## src/rtl/button_conditioner_if.sv

```systemverilog
// Button conditioner signal bundle: raw active-low pins in, clean levels and
// single-cycle event pulses out. The conditioner uses the slave view; the pad
// side / consumer uses the master view.
interface button_conditioner_if #(
  parameter int N_BTN = 4
);
  logic [N_BTN-1:0] btn_raw_n;
  logic [N_BTN-1:0] btn_db_n;
  logic [N_BTN-1:0] press_p;
  logic [N_BTN-1:0] release_p;
  logic [N_BTN-1:0] hold_p;

  modport master (
    output btn_raw_n,
    input  btn_db_n,
    input  press_p,
    input  release_p,
    input  hold_p
  );

  modport slave (
    input  btn_raw_n,
    output btn_db_n,
    output press_p,
    output release_p,
    output hold_p
  );
endinterface

```

## src/rtl/button_conditioner.sv

```systemverilog
// Per-channel synchroniser, debouncer, edge detector and hold detector for
// active-low push buttons. Every channel is an independent copy of the same
// logic; all outputs come straight from flops.
module button_conditioner #(
  parameter int N_BTN       = 4,
  parameter int DB_CYCLES   = 60000,
  parameter int HOLD_CYCLES = 3000000
) (
  input  logic          clk,
  input  logic          rst_n,
  button_conditioner_if.slave bus
);

  localparam int CW = (DB_CYCLES > 2) ? $clog2(DB_CYCLES) : 1;
  localparam int HW = (HOLD_CYCLES > 1) ? $clog2(HOLD_CYCLES + 1) : 1;
  localparam logic [CW-1:0] DB_LAST   = CW'(DB_CYCLES - 1);
  localparam logic [HW-1:0] HOLD_LAST = HW'(HOLD_CYCLES - 1);

  typedef enum logic [1:0] {
    REL  = 2'd0,
    PRS  = 2'd1,
    HELD = 2'd2
  } hold_state_t;

  logic [N_BTN-1:0] db_v_s;
  logic [N_BTN-1:0] press_v_s;
  logic [N_BTN-1:0] release_v_s;
  logic [N_BTN-1:0] hold_v_s;

  for (genvar i = 0; i < N_BTN; i++) begin : g_ch
    logic          sync1_r;
    logic          s_r;
    logic [CW-1:0] cnt_r;
    logic [CW-1:0] cnt_nx_s;
    logic          db_r;
    logic          db_nx_s;
    logic          accept_s;
    logic          press_ev_s;
    logic          release_ev_s;
    logic          press_r;
    logic          release_r;
    hold_state_t   state_r;
    hold_state_t   state_nx_s;
    logic [HW-1:0] hcnt_r;
    logic [HW-1:0] hcnt_nx_s;
    logic          hold_nx_s;
    logic          hold_r;

    // Two-stage synchroniser for the asynchronous pin; idles released (1).
    always_ff @(posedge clk or negedge rst_n) begin
      if (!rst_n) begin
        sync1_r <= 1'b1;
        s_r     <= 1'b1;
      end else begin
        sync1_r <= bus.btn_raw_n[i];
        s_r     <= sync1_r;
      end
    end

    // Debounce: count consecutive cycles of disagreement; any agreement restarts.
    always_comb begin
      cnt_nx_s = cnt_r;
      db_nx_s  = db_r;
      accept_s = 1'b0;
      if (s_r == db_r) begin
        cnt_nx_s = {CW{1'b0}};
      end else if (cnt_r == DB_LAST) begin
        cnt_nx_s = {CW{1'b0}};
        db_nx_s  = s_r;
        accept_s = 1'b1;
      end else begin
        cnt_nx_s = cnt_r + CW'(1);
      end
    end

    assign press_ev_s   = accept_s & ~s_r;
    assign release_ev_s = accept_s & s_r;

    // Debounced level plus press/release pulses, updated on the same edge.
    always_ff @(posedge clk or negedge rst_n) begin
      if (!rst_n) begin
        cnt_r     <= {CW{1'b0}};
        db_r      <= 1'b1;
        press_r   <= 1'b0;
        release_r <= 1'b0;
      end else begin
        cnt_r     <= cnt_nx_s;
        db_r      <= db_nx_s;
        press_r   <= press_ev_s;
        release_r <= release_ev_s;
      end
    end

    // Hold FSM next state: one hold pulse per press; a release always wins.
    always_comb begin
      state_nx_s = state_r;
      hcnt_nx_s  = hcnt_r;
      hold_nx_s  = 1'b0;
      case (state_r)
        REL: begin
          if (press_ev_s) begin
            state_nx_s = PRS;
            hcnt_nx_s  = {HW{1'b0}};
          end else begin
            state_nx_s = REL;
          end
        end
        PRS: begin
          if (release_ev_s) begin
            state_nx_s = REL;
            hcnt_nx_s  = {HW{1'b0}};
          end else if (hcnt_r == HOLD_LAST) begin
            state_nx_s = HELD;
            hold_nx_s  = 1'b1;
          end else begin
            hcnt_nx_s  = hcnt_r + HW'(1);
          end
        end
        HELD: begin
          if (release_ev_s) begin
            state_nx_s = REL;
            hcnt_nx_s  = {HW{1'b0}};
          end else begin
            state_nx_s = HELD;
          end
        end
        default: begin
          state_nx_s = REL;
          hcnt_nx_s  = {HW{1'b0}};
        end
      endcase
    end

    // Hold FSM state, counter and registered hold pulse.
    always_ff @(posedge clk or negedge rst_n) begin
      if (!rst_n) begin
        state_r <= REL;
        hcnt_r  <= {HW{1'b0}};
        hold_r  <= 1'b0;
      end else begin
        state_r <= state_nx_s;
        hcnt_r  <= hcnt_nx_s;
        hold_r  <= hold_nx_s;
      end
    end

    assign db_v_s[i]      = db_r;
    assign press_v_s[i]   = press_r;
    assign release_v_s[i] = release_r;
    assign hold_v_s[i]    = hold_r;
  end

  assign bus.btn_db_n  = db_v_s;
  assign bus.press_p   = press_v_s;
  assign bus.release_p = release_v_s;
  assign bus.hold_p    = hold_v_s;

endmodule

```

## src/flat_wrapper.sv

```systemverilog
// flat-port wrapper written by rule: the top's interface ports become plain ports
module button_conditioner_flat 
#(
  parameter int N_BTN       = 4,
  parameter int DB_CYCLES   = 60000,
  parameter int HOLD_CYCLES = 3000000
)
  (clk, rst_n, bus_btn_raw_n, bus_btn_db_n, bus_press_p, bus_release_p, bus_hold_p);
  button_conditioner_if #(.N_BTN(N_BTN)) bus_i ();
  input  logic clk;
  input  logic rst_n;
  input wire logic [$bits(bus_i.btn_raw_n)-1:0] bus_btn_raw_n;
  output wire logic [$bits(bus_i.btn_db_n)-1:0] bus_btn_db_n;
  output wire logic [$bits(bus_i.press_p)-1:0] bus_press_p;
  output wire logic [$bits(bus_i.release_p)-1:0] bus_release_p;
  output wire logic [$bits(bus_i.hold_p)-1:0] bus_hold_p;
  assign bus_i.btn_raw_n = bus_btn_raw_n;
  assign bus_btn_db_n = bus_i.btn_db_n;
  assign bus_press_p = bus_i.press_p;
  assign bus_release_p = bus_i.release_p;
  assign bus_hold_p = bus_i.hold_p;
  button_conditioner #(.N_BTN(N_BTN), .DB_CYCLES(DB_CYCLES), .HOLD_CYCLES(HOLD_CYCLES)) u_core (.clk(clk), .rst_n(rst_n), .bus(bus_i));
endmodule
```

## config.mk

```make
export PLATFORM = sky130hd
export DESIGN_NAME = button_conditioner_flat
export DESIGN_NICKNAME = d
export VERILOG_FILES = /design/src/rtl/button_conditioner_if.sv /design/src/rtl/button_conditioner.sv /design/src/flat_wrapper.sv
export SDC_FILE = /design/constraint.sdc
export NUM_CORES = 1
export LEC_CHECK = 0
export CORE_ASPECT_RATIO = 1.75
export CORE_MARGIN = 1.5
export CORE_UTILIZATION = 61
export CTS_CLUSTER_DIAMETER = 40
export DETAILED_ROUTE_END_ITERATION = 6
export PLACE_DENSITY = 0.79
export SLEW_MARGIN = 25
export SYNTH_ARGS = -nofsm -noshare
export SYNTH_HDL_FRONTEND = slang
export SYNTH_SLANG_ARGS = --single-unit
```

## constraint.sdc

```tcl
create_clock -name clk -period 2.92 [get_ports clk]
set_input_delay 0.438 -clock clk [delete_from_list [all_inputs] [get_ports clk]]
set_output_delay 0.438 -clock clk [all_outputs]
set_load 0.05 [all_outputs]
```

==> impl_metrics.env, run 1 <==
export IMPL_finalMaxSlewViolations=0
export IMPL_share_comb_of_total_power_pct=2.1
export IMPL_power_switching_mw=1.12
export IMPL_syn_nets=1049
export IMPL_final_hold_viol_count=1
export IMPL_clock_root_buffer="sky130_fd_sc_hd__clkbuf_16"
export IMPL_worstHoldPathType="in2async"
export IMPL_synthesis_area_per_instance_um2=9.51
export IMPL_outcome="finished with violations"
export IMPL_finalWirelength_um=20000
export IMPL_critPathLaunchType="flip-flop"
export IMPL_antenna_violating_nets_post_route=0
export IMPL_grt_pass1_wl_um=34400
export IMPL_maxCapViolCount=0
export IMPL_avgRoutedWirePerCell_um=16.3
export IMPL_combined_global_route_utilization_of_all_metal_layers_pct=25.0
export IMPL_worst_ep_arrival_time_ps=2940
export IMPL_htreeDepth=4
export IMPL_fin_crit_sh_pct=88.4
export IMPL_worst_setup_hold_path_clk_slew_ps=70
export IMPL_dp_worst_slack_ps=387
export IMPL_cts_tree="done"
export IMPL_first_pass_iters=6
export IMPL_antenna_found_initial=0
export IMPL_synth_edff_count=0
export IMPL_post_layout_total_power_mw=4.95
export IMPL_initial_utilization_pct=62.6
export IMPL_grt_setup_unrepaired="false"
export IMPL_die_outline_height_um=170
export IMPL_number_of_gates_resized_after_cts=0
export IMPL_vias_per_cell=6.16
export IMPL_netlist_top_cells_area="sky130_fd_sc_hd__dfrtp_1 (44%), sky130_fd_sc_hd__nor2_1 (4.5%), sky130_fd_sc_hd__nand2_1 (3.8%), sky130_fd_sc_hd__dfstp_2 (3.3%), sky130_fd_sc_hd__and3_1 (3.2%)"
export IMPL_clock_network_latency_to_the_later_pin_of_the_worst_skew_pair_ps=430
export IMPL_fin_nets=1053
export IMPL_cts_made_buffers=17
export IMPL_power_per_cell_area_mw_per_mm2=471
export IMPL_failed_checks="hold timing"
export IMPL_area_growth_pct=8.59
export IMPL_path_class="reg2reg"
export IMPL_setup_viol=0
export IMPL_cell_area_after_technology_mapping_mm2=0.00969
export IMPL_post_synth_top_area_cell="sky130_fd_sc_hd__dfrtp_1"
export IMPL_synth_seq_cells=184
export IMPL_worstPathMaxFanout=12
export IMPL_required_ps=3280
export IMPL_instances_no_fill=1222
export IMPL_antennaDiodeCount=0
export IMPL_fin_worst_skew_ps=14.3
export IMPL_place_hpwl_um=13200
export IMPL_globalRouteOverflowTotal=0
export IMPL_numPlacedInstances=1190
export IMPL_synthesis_yosys_warnings=0
export IMPL_achievable_frequency_mhz=387
export IMPL_die_width_um=98.3
export IMPL_cell_internal_pwr_mw=3.83
export IMPL_synthDistinctLibCells=71
export IMPL_ctsLongestPathBuffers=2
export IMPL_port_buffer_count=21
export IMPL_cts_sinks=184
export IMPL_timing_final_crit_period_ps=2580
export IMPL_grt_start_max_net_pins=77
export IMPL_ys_seq_area_share_pct=47.7
export IMPL_remaining_drc_errors=0
export IMPL_postSynthCellCount=1019
export IMPL_count_of_routing_violations_after_the_opening_detailed_route_iteration=392
export IMPL_placementRows=60
export IMPL_power_switching_share_pct=22.6
export IMPL_cellLeakagePower_nw=4.69
export IMPL_max_slew_headroom_pct=47.2
export IMPL_most_used_dff_post_synth="sky130_fd_sc_hd__dfrtp_1"
export IMPL_cts_hold_buffers_added=0
export IMPL_routabilityCongestion=0.815
export IMPL_io_pins=22
export IMPL_routed_via_count=7523
export IMPL_yosys_area_top_type_share_pct=44.4
export IMPL_final_hold_worst_slack_ps=-3.62
export IMPL_grt_pass1_vias=7773
export IMPL_worst_pin_slew_ps=790
export IMPL_timing_setup_tns_ps=0
export IMPL_post_route_cells_drive_above_1_share_pct=8.01
export IMPL_synth_cells_most_frequent="sky130_fd_sc_hd__dfrtp_1 (172), sky130_fd_sc_hd__nor2_1 (115), sky130_fd_sc_hd__nand2_1 (97)"
export IMPL_cts_repair_timing_setup_buffer_count=0
export IMPL_timing_critical_path_to_type="flip-flop"
export IMPL_vdd_ir_drop_max_v=0.000365
export IMPL_asyncSetResetFlopFracSynth_pct=100
export IMPL_fp_coreArea_mm2=0.0155
export IMPL_clock_share_of_power_pct=45.6
export IMPL_design_die_area_mm2=0.0167
export IMPL_pwr_share_seq_pct=52.3
export IMPL_post_synth_top_count_cell="sky130_fd_sc_hd__dfrtp_1"
export IMPL_crit_path_setup_slack_layout_ps=338
flip-flops by register name (all words and copies together), names as in the netlist:
name                   flops
u_core.g_ch.cnt_r         64
u_core.g_ch.db_r           4
u_core.g_ch.hcnt_r        88
u_core.g_ch.hold_r         4
u_core.g_ch.press_r        4
u_core.g_ch.release_r      4
u_core.g_ch.s_r            4
u_core.g_ch.state_r        8
u_core.g_ch.sync1_r        4
critical path: stages, from the launching register on:
cell,delay [ps]
sky130_fd_sc_hd__dfrtp_1,420
sky130_fd_sc_hd__nor4bb_1,430
sky130_fd_sc_hd__nand4_1,440
sky130_fd_sc_hd__mux2i_1,300
sky130_fd_sc_hd__nand3_1,380
sky130_fd_sc_hd__or3_1,480
sky130_fd_sc_hd__o21ai_1,80
metrics by stage:
stage	hold slack [ps]	util [%]	area, um2
global route	53.0	68.0	10500
floorplan	142	-	9690
global placement	345	64.3	9950
finish	-3.62	68.0	10500
detailed placement	347	64.3	9950
CTS	30.8	68.0	10500
power by group through the flow:
stage | Sequential, mW | Clock [mW] | Combinational (mW)
global placement | 2.64 | 0 | 0.106
floorplan | 2.63 | 0 | 0.0344
global route | 2.59 | 2.39 | 0.121
detailed placement | 2.64 | 0 | 0.108
finish | 2.59 | 2.26 | 0.104
CTS | 2.59 | 2.29 | 0.108
logic make-up after synthesis:
logic type | synth area share (%)
mux | 1.08
xor+xnor | 4.88
fa+ha+maj | 3.10
buf+inv | 4.27
simple gates | 26.2
compound gates | 12.8
flops | 47.7
layer usage:
metal | vias to the layer above | track usage [%] | wire length [um]
met5 | - | 0 | 0
met2 | 148 | 45.6 | 10900
li1 | 3651 | - | -
met1 | 3682 | 28.4 | 8110
met3 | 42 | 3.79 | 508
met4 | 0 | 12.2 | 423
placed cells by master, fill, tap and decap left out, drive strengths merged, types with 4 or more instances in the layout:
cell type,n
nor4,8
a22o,13
and4bb,4
mux2i,6
xnor2,23
mux2,4
and2,9
o311ai,6
nor3,26
nor2b,6
nor3b,6
and3,50
a21oi,35
clkbuf,21
clkdlybuf4s50,20
a21o,12
a211o,8
dfrtp,172
xor2,31
o22ai,4
clkinv,7
o21ai,64
nand4,32
nand3,61
buf,13
o41ai,5
or3,15
and4,13
a221o,7
ha,24
or2,6
a31oi,15
a41oi,7
nand2,97
inv,34
nand2b,12
dfstp,12
nor2,116
layout make-up:
type | instances | area, um2
Sequential cell | 184 | 4620
Fill cell | 1166 | 4940
Inverter | 30 | 113
Tap cell | 186 | 233
Clock inverter | 12 | 115
Multi-Input combinational cell | 756 | 4660
Timing Repair Buffer | 34 | 324
Clock buffer | 20 | 457
path summary, 6_finish.rpt:
path	start	to	slack [ps]	depth (start not counted)
max reg2reg	u_core.g_ch[2].cnt_r[10]	u_core.g_ch[2].hcnt_r[13]	340	6
min reg2reg	u_core.g_ch[2].sync1_r	u_core.g_ch[2].s_r	350	0
min	rst_n	u_core.g_ch[0].state_r[1]	-4	1
min in group clk	u_core.g_ch[2].sync1_r	u_core.g_ch[2].s_r	350	0
max in group asynchronous	rst_n	u_core.g_ch[0].hcnt_r[14]	2130	2
max	u_core.g_ch[2].cnt_r[10]	u_core.g_ch[2].hcnt_r[13]	340	6
Power figures use the tool's default switching activity.
==> run 2: changes to the inputs <==
==> constraint.sdc (replaced) <==
create_clock -name clk -period 3.12 [get_ports clk]
set_input_delay 0.468 -clock clk [delete_from_list [all_inputs] [get_ports clk]]
set_output_delay 0.468 -clock clk [all_outputs]
set_load 0.05 [all_outputs]
==> run 2 against run 1 <==
Net effect:
- the run now ends clean
- design area about the same
- die area unchanged
- sequential share of layout area about the same
- worst setup slack improved by 160 ps
- clock power decreased by 8%
- power shrank 7.0%
- count of clock-buffer cells in the layout shrank 3
- largest cell class unchanged
==> impl_metrics.env, run 2 (synthesized netlist as in run 1, its figures left out) <==
export IMPL_area_growth_pct=8.49
export IMPL_cts_made_buffers=17
export IMPL_required_ps=3440
export IMPL_antenna_found_initial=0
export IMPL_max_slew_headroom_pct=45.2
export IMPL_power_per_cell_area_mw_per_mm2=438
export IMPL_rr_worst_depth=7
export IMPL_routabilityCongestion=0.832
export IMPL_grt_pass1_vias=7332
export IMPL_routed_via_count=7527
export IMPL_whs_endpoint="u_core.g_ch[0].s_r"
export IMPL_port_buffer_count=21
export IMPL_post_route_cells_drive_above_1_share_pct=7.92
export IMPL_critical_path_top_delay_family="simple AND/OR/NAND/NOR gates"
export IMPL_design_die_area_mm2=0.0167
export IMPL_worst_r2r_endpoint="u_core.g_ch[1].hcnt_r[11]"
export IMPL_outcome="complete, no violations"
export IMPL_critical_path_n_buffers_inverters=1
export IMPL_die_outline_height_um=170
export IMPL_path_class="reg2reg"
export IMPL_fin_nets=1052
export IMPL_worst_setup_hold_path_clk_slew_ps=70
export IMPL_ctsLongestPathBuffers=2
export IMPL_critPathSlowestCell="sky130_fd_sc_hd__or4_4"
export IMPL_worst_ep_arrival_time_ps=2940
export IMPL_cts_tree="done"
export IMPL_avgRoutedWirePerCell_um=15.8
export IMPL_worstPathMaxFanout=26
export IMPL_pwr_share_seq_pct=52.6
export IMPL_numPlacedInstances=1188
export IMPL_power_switching_share_pct=22.9
export IMPL_critical_path_max_stage_delay_ps=570
export IMPL_antenna_violating_nets_post_route=0
export IMPL_clock_root_buffer="sky130_fd_sc_hd__clkbuf_16"
export IMPL_cellLeakagePower_nw=4.67
export IMPL_cp_cell_sequence="or4_4 > nor4_2 > and3_1 > nor3_4 > buf_4 > and3_1 > a221o_1"
export IMPL_final_common_cell="sky130_fd_sc_hd__dfrtp_1"
export IMPL_die_width_um=98.3
export IMPL_grt_start_max_net_pins=82
export IMPL_fin_crit_sh_pct=84.1
export IMPL_biggestRegsByFlops="u_core.g_ch.hcnt_r (88), u_core.g_ch.cnt_r (64), u_core.g_ch.state_r (8)"
export IMPL_reg2reg_from="u_core.g_ch[1].hcnt_r[17]"
export IMPL_worst_pin_slew_ps=815
export IMPL_top_register="u_core.g_ch.hcnt_r"
export IMPL_place_hpwl_um=13200
export IMPL_io_pins=22
export IMPL_critPathLaunchType="flip-flop"
export IMPL_htreeDepth=4
export IMPL_finalWirelength_um=19300
export IMPL_worstHoldPathType="reg2reg"
export IMPL_remaining_drc_errors=0
export IMPL_achievable_frequency_mhz=381
export IMPL_cts_repair_timing_setup_buffer_count=0
export IMPL_combined_global_route_utilization_of_all_metal_layers_pct=24.5
export IMPL_grt_setup_unrepaired="false"
export IMPL_cell_internal_pwr_mw=3.55
export IMPL_most_repeated_library_cell_on_the_critical_path="sky130_fd_sc_hd__and3_1"
export IMPL_largest_register_ffs=88
export IMPL_worst_hold_path_num_cells=0
export IMPL_timing_critical_path_to_type="flip-flop"
export IMPL_number_of_gates_resized_after_cts=0
export IMPL_hold_start="u_core.g_ch[0].sync1_r"
export IMPL_worst_r2r_setup_slack_ps=500
export IMPL_antennaDiodeCount=0
export IMPL_most_used_cells_in_the_layout_excluding_fill_and_tap_cells="sky130_fd_sc_hd__dfrtp_1 (172), sky130_fd_sc_hd__nor2_1 (115), sky130_fd_sc_hd__nand2_1 (97), sky130_fd_sc_hd__nand3_1 (61), sky130_fd_sc_hd__and3_1 (49)"
export IMPL_post_layout_total_power_mw=4.60
export IMPL_cts_hold_buffers_added=1
export IMPL_timing_final_crit_period_ps=2620
export IMPL_power_switching_mw=1.05
export IMPL_timing_setup_tns_ps=0
export IMPL_placementRows=60
export IMPL_first_pass_iters=4
export IMPL_globalRouteOverflowTotal=0
export IMPL_fin_worst_skew_ps=10.3
export IMPL_instances_no_fill=1221
export IMPL_vdd_ir_drop_max_v=0.000342
export IMPL_grt_pass1_wl_um=33600
export IMPL_fp_coreArea_mm2=0.0155
export IMPL_maxCapViolCount=0
export IMPL_clock_network_latency_to_the_later_pin_of_the_worst_skew_pair_ps=430
export IMPL_finalMaxSlewViolations=0
export IMPL_share_comb_of_total_power_pct=2.1
export IMPL_vias_per_cell=6.16
export IMPL_setup_viol=0
export IMPL_initial_utilization_pct=62.6
export IMPL_clock_share_of_power_pct=45.3
export IMPL_count_of_routing_violations_after_the_opening_detailed_route_iteration=381
export IMPL_cts_sinks=184
export IMPL_final_hold_viol_count=0
-- run 2: changes by cell type in the layout (fill, tap and decap cells not counted), sizes merged --
| cell | previous run | this run |
|---|---|---|
| clkinvlp | 0 | 2 |
| clkbuf | 21 | 18 |
| inv | 34 | 37 |
| clkinv | 7 | 5 |
| buf | 13 | 11 |
| dlygate4sd3 | 0 | 1 |
-- run 2: through the flow --
| step | cell area, um2 | hold slack, ps | setup slack, ps | utilization [%] |
|---|---|---|---|---|
| after floorplan | 9690 | 172 | 832 | - |
| after global placement | 9930 | 346 | 622 | 64.2 |
| after detailed placement | 9930 | 347 | 556 | 64.2 |
| after CTS | 10500 | 353 | 515 | 68.0 |
| after global routing | 10500 | 357 | 361 | 68.0 |
| final | 10500 | 349 | 495 | 68.0 |
-- run 2: worst max path at each step --
stage	cells past startpoint	start	endpoint
2_1_floorplan	8	u_core.g_ch[0].cnt_r[0]	u_core.g_ch[0].hcnt_r[17]
3_3_place_gp	7	u_core.g_ch[1].hcnt_r[17]	u_core.g_ch[1].hcnt_r[11]
4_1_cts	7	u_core.g_ch[1].hcnt_r[17]	u_core.g_ch[1].hcnt_r[11]
3_5_place_dp	7	u_core.g_ch[1].hcnt_r[17]	u_core.g_ch[1].hcnt_r[11]
5_1_grt	7	u_core.g_ch[1].hcnt_r[17]	u_core.g_ch[1].hcnt_r[21]
6_report	7	u_core.g_ch[1].hcnt_r[17]	u_core.g_ch[1].hcnt_r[11]
-- run 2: area by class of cell --
cell class | count | area, um2
fill | 1204 | 4950
sequential | 184 | 4620
multi-input combinational | 756 | 4660
tap | 186 | 233
timing repair buffer | 33 | 319
inverter | 30 | 113
clock inverter | 15 | 141
clock buffer | 17 | 425
-- run 2: worst register-to-register path, cell delays in order, from the launching register on --
cell                      delay [ps]
sky130_fd_sc_hd__dfrtp_1         470
sky130_fd_sc_hd__or4_4           570
sky130_fd_sc_hd__nor4_2          330
sky130_fd_sc_hd__and3_1          380
sky130_fd_sc_hd__nor3_4           70
sky130_fd_sc_hd__buf_4           230
sky130_fd_sc_hd__and3_1          200
sky130_fd_sc_hd__a221o_1         250
-- run 2: power groups by stage --
stage / Sequential [mW] / Combinational [mW] / Clock (mW)
global placement: 2.47 / 0.0982 / 0
CTS: 2.42 / 0.101 / 2.13
detailed placement: 2.47 / 0.0996 / 0
finish: 2.42 / 0.0966 / 2.09
global route: 2.42 / 0.113 / 2.24
floorplan: 2.46 / 0.0322 / 0
-- run 2: routing by layer --
| layer | up-vias | global-route usage [%] | wire length [um] |
|---|---|---|---|
| met1 | 3700 | 28.5 | 8000 |
| li1 | 3663 | - | - |
| met4 | 0 | 9.12 | 412 |
| met2 | 130 | 44.9 | 10400 |
| met5 | - | 0 | 0 |
| met3 | 34 | 4.20 | 524 |
==> run 3: changes to the inputs <==
==> constraint.sdc (replaced) <==
create_clock -name clk -period 2.7 [get_ports clk]
set_input_delay 0.405 -clock clk [delete_from_list [all_inputs] [get_ports clk]]
set_output_delay 0.405 -clock clk [all_outputs]
set_load 0.05 [all_outputs]
==> run 3 against run 2 <==
Net effect:
- sequential power is 16% higher
- worst setup slack worse by 320 ps
- first-iteration DRC count is 19% lower
- clock power is 12% higher
- global-route usage is 0.65 points higher
==> impl_metrics.env, run 3 (synthesized netlist as in run 1, its figures left out) <==
export IMPL_worstPathMaxFanout=15
export IMPL_most_repeated_library_cell_on_the_critical_path="sky130_fd_sc_hd__and3_1"
export IMPL_critPathLaunchType="flip-flop"
export IMPL_fin_worst_skew_ps=10.3
export IMPL_routed_wl_met2_um=10700
export IMPL_setup_viol=0
export IMPL_cellLeakagePower_nw=4.71
export IMPL_post_layout_total_power_mw=5.26
export IMPL_outcome="complete, no violations"
export IMPL_maxCapViolCount=0
export IMPL_clock_network_latency_to_the_later_pin_of_the_worst_skew_pair_ps=430
export IMPL_path_class="reg2reg"
export IMPL_worstHoldPathType="reg2reg"
export IMPL_final_hold_viol_count=0
export IMPL_antenna_violating_nets_post_route=0
export IMPL_finalWirelength_um=19800
export IMPL_cts_sinks=184
export IMPL_post_route_cells_drive_above_1_share_pct=8.80
export IMPL_routed_via_count=7580
export IMPL_critical_path_n_buffers_inverters=1
export IMPL_finalMaxSlewViolations=0
export IMPL_clock_root_buffer="sky130_fd_sc_hd__clkbuf_16"
export IMPL_worst_setup_hold_path_clk_slew_ps=70
export IMPL_most_used_cells_in_the_layout_excluding_fill_and_tap_cells="sky130_fd_sc_hd__dfrtp_1 (172), sky130_fd_sc_hd__nor2_1 (115), sky130_fd_sc_hd__nand2_1 (97), sky130_fd_sc_hd__nand3_1 (61), sky130_fd_sc_hd__and3_1 (49)"
export IMPL_grt_start_max_net_pins=69
export IMPL_first_pass_iters=5
export IMPL_globalRouteOverflowTotal=0
export IMPL_final_hold_worst_slack_ps=353
export IMPL_grt_setup_unrepaired="false"
export IMPL_remaining_drc_errors=0
export IMPL_count_of_routing_violations_after_the_opening_detailed_route_iteration=307
export IMPL_required_ps=3010
export IMPL_place_hpwl_um=13400
export IMPL_topRoutingLayerUsed="met4"
export IMPL_fp_coreArea_mm2=0.0155
export IMPL_worst_ep_arrival_time_ps=2840
export IMPL_timing_setup_tns_ps=0
export IMPL_critPathSlowestCell="sky130_fd_sc_hd__or4_4"
export IMPL_cts_made_buffers=17
export IMPL_final_common_cell="sky130_fd_sc_hd__dfrtp_1"
export IMPL_ctsLongestPathBuffers=2
export IMPL_timing_final_crit_period_ps=2520
export IMPL_biggestRegsByFlops="u_core.g_ch.hcnt_r (88), u_core.g_ch.cnt_r (64), u_core.g_ch.state_r (8)"
export IMPL_rr_worst_depth=7
export IMPL_initial_utilization_pct=62.6
export IMPL_fin_crit_sh_pct=93.5
export IMPL_achievable_frequency_mhz=396
export IMPL_die_outline_height_um=170
export IMPL_whs_endpoint="u_core.g_ch[0].s_r"
export IMPL_power_per_cell_area_mw_per_mm2=496
export IMPL_fin_nets=1063
export IMPL_htreeDepth=4
export IMPL_reg2reg_from="u_core.g_ch[1].hcnt_r[17]"
export IMPL_cts_tree="done"
export IMPL_grt_pass1_vias=7657
export IMPL_grt_pass1_wl_um=34500
export IMPL_design_die_area_mm2=0.0167
export IMPL_avgRoutedWirePerCell_um=16.1
export IMPL_critical_path_max_stage_delay_ps=560
export IMPL_antennaDiodeCount=0
export IMPL_antenna_found_initial=0
export IMPL_routedLengthMet1_um=8160
export IMPL_cts_repair_timing_setup_buffer_count=0
export IMPL_area_growth_pct=9.45
export IMPL_n_fill_cell=1212
export IMPL_io_pins=22
export IMPL_vias_per_cell=6.15
export IMPL_met3_wirelength_um=486
export IMPL_cp_startpoint="u_core.g_ch[1].hcnt_r[17]"
export IMPL_placementRows=60
export IMPL_die_width_um=98.3
export IMPL_largest_register_ffs=88
export IMPL_vdd_ir_drop_max_v=0.000441
export IMPL_worst_hold_path_num_cells=0
export IMPL_hold_start="u_core.g_ch[0].sync1_r"
export IMPL_cp_cell_sequence="or4_4 > nor4_2 > and3_1 > nor3_4 > buf_4 > and3_1 > a221o_1"
export IMPL_port_buffer_count=21
export IMPL_worst_r2r_setup_slack_ps=180
export IMPL_routabilityCongestion=0.835
export IMPL_combined_global_route_utilization_of_all_metal_layers_pct=25.2
export IMPL_critical_path_top_delay_family="simple AND/OR/NAND/NOR gates"
export IMPL_max_slew_headroom_pct=44.4
export IMPL_top_register="u_core.g_ch.hcnt_r"
export IMPL_timing_critical_path_to_type="flip-flop"
export IMPL_worst_r2r_endpoint="u_core.g_ch[1].hcnt_r[20]"
export IMPL_worst_pin_slew_ps=833
-- run 3: cell types whose count changed in the layout (fill, tap and decap cells not counted), sizes merged --
cell      delta
buf         +11
bufinv       -1
clkbuf       +2
clkinv       -5
clkinvlp     +3
inv          +1
-- run 3: stage by stage --
stage	instances	instance area, um2	utilization [%]	setup WS (ps)
finish	1232	10600	68.6	175
global placement	1199	10000	64.9	265
floorplan	1019	9690	-	412
CTS	1232	10600	68.6	200
detailed placement	1199	10000	64.9	216
global route	1232	10600	68.6	61.1
-- run 3: per-layer routing --
metal  track usage (%)  vias up
li1                  -     3673
met5                 0        -
met1              29.1     3713
met2              46.5      151
met4              10.2        0
met3              3.38       43
-- run 3: worst max-delay path by stage --
stage,slack [ps],end,cells past startpoint
final,180,u_core.g_ch[1].hcnt_r[20],7
after global routing,60,u_core.g_ch[2].hcnt_r[19],7
after global placement,270,u_core.g_ch[1].hcnt_r[20],7
after floorplan,410,u_core.g_ch[0].hcnt_r[17],8
after CTS,200,u_core.g_ch[1].hcnt_r[20],7
after detailed placement,220,u_core.g_ch[1].hcnt_r[11],7
-- run 3: timing repair --
action                                 in CTS  in global routing
resized for setup                           0                  0
endpoints found under the hold margin      19                  0
hold buffers                                1                  0
-- run 3: power breakdown --
group,switching [mW],total [mW],internal (mW)
combinational,0.0831,0.114,0.0309
sequential,0.0186,2.80,2.78
clock,1.12,2.35,1.23
-- run 3: final cells by class --
class                   instances  area [um2]  area share (%)
clock buffers                  19         443            4.18
well taps                     186         233            2.19
flip-flops and latches        184        4620            43.6
multi-input cells             756        4660            43.9
inverters                      30         113            1.06
clock inverters                13         110            1.04
repair buffers                 44         427            4.02
